**config.mk**
```make
export PLATFORM = sky130hd
export DESIGN_NAME = instr_decode_stage
export DESIGN_NICKNAME = d
export VERILOG_FILES = /design/src/rtl/isa_pkg.sv /design/src/rtl/instr_field_decoder.sv /design/src/rtl/instr_decode_stage.sv
export SDC_FILE = /design/constraint.sdc
export NUM_CORES = 1
export LEC_CHECK = 0
export ABC_CLOCK_PERIOD_IN_PS = 2700
export BUFFER_PORTS_ARGS = -buffer_cell sky130_fd_sc_hd__buf_2
export CAP_MARGIN = 25
export CELL_PAD_IN_SITES_DETAIL_PLACEMENT = 1
export CELL_PAD_IN_SITES_GLOBAL_PLACEMENT = 1
export CORE_ASPECT_RATIO = 0.75
export CORE_MARGIN = 8
export CORE_UTILIZATION = 35
export DETAILED_ROUTE_END_ITERATION = 16
export PLACE_DENSITY_LB_ADDON = 0.1
export SLEW_MARGIN = 20
export SYNTH_ARGS = -nofsm -noshare
export SYNTH_HDL_FRONTEND = slang
export SYNTH_SLANG_ARGS = --single-unit
```
**constraint.sdc**
```tcl
create_clock -name clk -period 2.7 [get_ports clk]
set_input_delay 0.405 -clock clk [delete_from_list [all_inputs] [get_ports clk]]
set_output_delay 0.405 -clock clk [all_outputs]
set_load 0.03 [all_outputs]
```
**src/rtl/isa_pkg.sv**
```systemverilog
// Shared ISA definitions for the decode stage: opcode values, instruction field
// positions and the decoded-instruction bundle stored in the decode buffer.
package isa_pkg;

   localparam int IW = 16;

   localparam logic [3:0] OP_ADDI = 4'h4;
   localparam logic [3:0] OP_LW   = 4'h5;
   localparam logic [3:0] OP_SW   = 4'h6;
   localparam logic [3:0] OP_BEQ  = 4'h7;
   localparam logic [3:0] OP_ANDI = 4'h8;
   localparam logic [3:0] OP_ORI  = 4'h9;
   localparam logic [3:0] OP_XORI = 4'hA;
   localparam logic [3:0] OP_LUI6 = 4'hB;

   localparam int OPC_LSB = 12;
   localparam int RD_LSB  = 9;
   localparam int RS_LSB  = 6;
   localparam int IMM_LSB = 0;

   // DEC_W covers the instruction fields plus CS; the two flags ride alongside.
   localparam int DEC_W   = 17;
   localparam int ENTRY_W = DEC_W + 2;

   typedef struct packed {
      logic [3:0] opcode;
      logic [2:0] rd;
      logic [2:0] rs;
      logic [5:0] imm;
      logic       cs;
      logic       uses_imm;
      logic       illegal;
   } dec_t;

endpackage

```
**src/rtl/instr_field_decoder.sv**
```systemverilog
// Purely combinational split of a raw instruction word into the decoded bundle,
// including the immediate extension select and operand/legality flags.
module instr_field_decoder
   import isa_pkg::*;
(
   input  logic [IW-1:0] instr,
   output dec_t          dec
);

   always_comb begin
      dec          = '0;
      dec.opcode   = instr[OPC_LSB +: 4];
      dec.rd       = instr[RD_LSB +: 3];
      dec.rs       = instr[RS_LSB +: 3];
      dec.imm      = instr[IMM_LSB +: 6];
      case (instr[OPC_LSB +: 4])
         OP_ADDI, OP_LW, OP_SW, OP_BEQ: begin
            dec.cs       = 1'b1;
            dec.uses_imm = 1'b1;
         end
         OP_ANDI, OP_ORI, OP_XORI, OP_LUI6: begin
            dec.uses_imm = 1'b1;
         end
         4'hC, 4'hD, 4'hE, 4'hF: begin
            dec.illegal  = 1'b1;
         end
         default: begin
            // register-register ALU ops: no immediate involvement
         end
      endcase
   end

endmodule

```
**src/rtl/instr_decode_stage.sv**
```systemverilog
// Decode stage: decodes fetched words on entry and buffers them in a small
// circular FIFO, presenting one decoded head entry to execute.
module instr_decode_stage
   import isa_pkg::*;
#(
   parameter int IW_P  = IW,
   parameter int DEPTH = 2
) (
   input  logic            clk,
   input  logic            reset_n,
   input  logic            flush,
   input  logic            in_valid,
   input  logic [IW_P-1:0] in_instr,
   output logic            in_ready,
   output logic            out_valid,
   input  logic            out_ready,
   output logic [3:0]      opcode,
   output logic [2:0]      rd,
   output logic [2:0]      rs,
   output logic [5:0]      Immediate,
   output logic            CS,
   output logic            uses_imm,
   output logic            illegal
);

   localparam int PW = $clog2(DEPTH);
   localparam int CW = PW + 1;

   logic [PW-1:0] wr_ptr_reg;
   logic [PW-1:0] rd_ptr_reg;
   logic [CW-1:0] count_reg;
   dec_t          mem [DEPTH];
   dec_t          dec_in;
   dec_t          head;
   logic          push;
   logic          pop;

   instr_field_decoder u_dec (
      .instr (in_instr[IW-1:0]),
      .dec   (dec_in)
   );

   // A full buffer refuses input even when a pop happens this cycle.
   assign in_ready  = reset_n && (count_reg != CW'(DEPTH));
   assign out_valid = (count_reg != '0);
   assign push      = in_valid && in_ready;
   assign pop       = out_valid && out_ready;

   always_ff @(posedge clk) begin
      if (!reset_n || flush) begin
         wr_ptr_reg <= '0;
         rd_ptr_reg <= '0;
         count_reg  <= '0;
      end else begin
         if (push) wr_ptr_reg <= wr_ptr_reg + 1'b1;
         if (pop)  rd_ptr_reg <= rd_ptr_reg + 1'b1;
         case ({push, pop})
            2'b10:   count_reg <= count_reg + 1'b1;
            2'b01:   count_reg <= count_reg - 1'b1;
            default: count_reg <= count_reg;
         endcase
      end
   end

   always_ff @(posedge clk) begin
      if (push && reset_n && !flush) mem[wr_ptr_reg] <= dec_in;
   end

   // Stale entries are masked rather than held once the buffer is empty.
   assign head = out_valid ? mem[rd_ptr_reg] : '0;

   assign opcode    = head.opcode;
   assign rd        = head.rd;
   assign rs        = head.rs;
   assign Immediate = head.imm;
   assign CS        = head.cs;
   assign uses_imm  = head.uses_imm;
   assign illegal   = head.illegal;

endmodule

```
==> results.sh <==
export IMPL_worstSetupPathType="reg2out"
export IMPL_dieArea_sq_um=7380
export IMPL_die_width_um=96.5
export IMPL_slowest_stage="nor2_1"
export IMPL_gr_usage_met2_pct=15.1
export IMPL_syn_cell_area_sq_um=1700
export IMPL_sw_frac_of_total_pct=21.9
export IMPL_grt_max_degree=20
export IMPL_drtPass1Iterations=4
export IMPL_cts_setup_buffers=0
export IMPL_antenna_found_initial=0
export IMPL_crit_fanout=14
export IMPL_relSlewSlack_pct=63.6
export IMPL_syn_to_final_growth_pct=22.6
export IMPL_clock_latency_ps=290
export IMPL_grt_setup_unrepaired="no"
export IMPL_pwr_share_comb_pct=8.3
export IMPL_path_delay_family="simple AND/OR/NAND/NOR gates"
export IMPL_yosys_area_top_type="edfxtp_1"
export IMPL_endpoint_kind="primary output"
export IMPL_n_antenna_cell=0
export IMPL_seqPwrFrac_pct=61.1
export IMPL_clock_path_buffers=2
export IMPL_cts_tree="done"
export IMPL_vias_per_cell=4.68
export IMPL_period_minus_slack_ps=2060
export IMPL_fin_tns_setup_ps=0
export IMPL_coreArea_sq_um=4790
export IMPL_worst_setup_path_start_kind="flip-flop"
export IMPL_critPathRequiredTime_ps=2300
export IMPL_ys_async_sr_fraction_pct=0
export IMPL_cap_violations=0
export IMPL_place_area_sq_um=2010
export IMPL_ios=42
export IMPL_synth_top_flop_cell="edfxtp_1"
export IMPL_tightest_slew_ps=543
export IMPL_largest_reg_flops=38
export IMPL_hold_path_class="in2reg"
export IMPL_row_count=22
export IMPL_path_cells="nor2_1, buf_4, nor2_1, buf_2"
export IMPL_met1_usage_pct=12.0
export IMPL_h_tree_depth=2
export IMPL_cts_made_buffers=5
export IMPL_io_buffers=41
export IMPL_clkSinkCount=43
export IMPL_routed_wl_um=3450
export IMPL_crit_buf_inv=2
export IMPL_synth_cell_types=19
export IMPL_slew_violations=0
export IMPL_grtUsageMet3_pct=5.02
export IMPL_synth_area_leaders="edfxtp_1, mux2i_1, dfxtp_1"
export IMPL_grt_pass1_wl_um=5710
export IMPL_avgRoutedWirePerCell_um=15.4
export IMPL_grt_remaining_overflow=0
export IMPL_ys_warn_count=0
export IMPL_synth_edf_count=38
export IMPL_leakage_nw=0.805
export IMPL_cp_slowest_stage_delay_ps=430
export IMPL_fin_area_sq_um=2090
export IMPL_gp_congestion=0.797
export IMPL_clk_pin_slew_worst_paths_ps=70
export IMPL_setup_viol=0
export IMPL_hold_viol=0
export IMPL_ys_ff_latch=43
export IMPL_busiest_layer="met2"
export IMPL_drtAntennaViolNets=0
export IMPL_drt_iter0_drc=20
export IMPL_p_clk_share_pct=30.7
export IMPL_place_hpwl_um=2560
export IMPL_vias=1048
export IMPL_worst_path_most_repeated_cell="nor2_1"
export IMPL_powerDensity_nw_per_um2=582
export IMPL_ys_seq_area_share_pct=72.9
export IMPL_drc_errors=0
export IMPL_synthTopCellsByCount="edfxtp_1, nor2_1, mux2i_1, dfxtp_1, inv_1"
export IMPL_fin_crit_sh_pct=76.1
export IMPL_finClkSkew_ps=4.27
export IMPL_power_mw=1.21
export IMPL_syn_inst=114
export IMPL_fin_nets=187
export IMPL_ir_worst_vdd_v=0.000359
export IMPL_synth_nets=138
export IMPL_outcome="finished, final reports clean"
export IMPL_yosysMostFrequentCell="edfxtp_1"
export IMPL_die_height_um=76.4
export IMPL_initial_core_util_pct=35.6
export IMPL_postCtsHoldBufs=0
export IMPL_drive_above_1_share_pct=32.3
export IMPL_syn_area_per_cell_sq_um=14.9
export IMPL_cts_resized=0
export IMPL_synth_top_area_share_pct=67.0
export IMPL_arrival_ps=1650
export IMPL_internal_power_mw=0.948
export IMPL_max_freq_mhz=486
export IMPL_grt_usage_pct=10.2
export IMPL_fill_cells=515
export IMPL_switchingPower_mw=0.266
export IMPL_cts_root_buffer="clkbuf_8"
export IMPL_grt_pass1_vias=1152
cells by family after synthesis:
group | count (synthesis) | synth area share [%]
buffers and inverters | 9 | 2.42
AO/OA/AOI/OAI | 5 | 1.47
multiplexers | 19 | 11.2
XOR/XNOR | 3 | 1.54
flip-flops | 43 | 72.9
AND/OR/NAND/NOR | 32 | 8.30
adder cells (fa/ha/maj) | 3 | 2.20
placed cells by master, fill, tap and decap left out:
| cell | instances |
|---|---|
| nor2_1 | 23 |
| or3_1 | 2 |
| a21oi_1 | 2 |
| edfxtp_1 | 38 |
| mux2i_1 | 19 |
| xor2_1 | 2 |
| ha_1 | 3 |
| nand3_1 | 1 |
| clkbuf_8 | 5 |
| nor2b_1 | 1 |
| nor3_2 | 1 |
| inv_1 | 5 |
| clkbuf_1 | 1 |
| o21ai_0 | 3 |
| nand2b_1 | 2 |
| clkinv_1 | 2 |
| dfxtp_1 | 5 |
| xnor2_1 | 1 |
| buf_4 | 5 |
| nor3b_2 | 1 |
| and2_1 | 1 |
| buf_2 | 41 |
layer usage:
metal  wire length [um]  up-vias
li1                   -      504
met1               1520      509
met2               1570       28
met3                298        7
met4                 59        0
met5                  0        -
metrics by stage:
stage / cells / hold WS [ps] / setup slack, ps / utilization (%)
global placement: 216 / 488 / 917 / 41.9
floorplan: 114 / 467 / 161 / -
global route: 224 / 292 / 501 / 43.6
detailed placement: 216 / 503 / 845 / 41.9
CTS: 224 / 290 / 588 / 43.6
finish: 224 / 302 / 644 / 43.6
cell type report:
type                    count  area, sq um  share of cell area, %
clock buffers               6         72.6                   3.48
clock inverters             2         7.51                  0.359
inverters                   5         18.8                  0.899
repair buffers             46          243                   11.6
well taps                  60         75.1                   3.59
multi-input cells          62          430                   20.6
flip-flops and latches     43         1240                   59.4
final timing paths:
kind / startpoint / end / slack (ps) / cells past startpoint
hold reg to reg: rd_ptr_reg / flip-flop / 520 / 2
setup / recovery: count_reg[0] / CS / 640 / 4
hold / removal: in_instr[12] / mem[1][15] / 300 / 1
setup reg to reg: count_reg[0] / mem[0][9] / 860 / 4
worst register-to-register path, stage by stage (launching register included):
cell and delay (ps):
dfxtp_1 440, nand2b_1 160, nand3_1 160, nor3_2 460, buf_4 320
power groups by stage:
stage | Sequential, mW | Clock, mW | Combinational [mW]
after floorplan | 0.756 | 0 | 0.0585
after global placement | 0.756 | 0 | 0.100
after detailed placement | 0.757 | 0 | 0.103
after CTS | 0.742 | 0.391 | 0.103
after global routing | 0.743 | 0.407 | 0.112
final | 0.742 | 0.373 | 0.100
(Power assumes the default switching activity.)
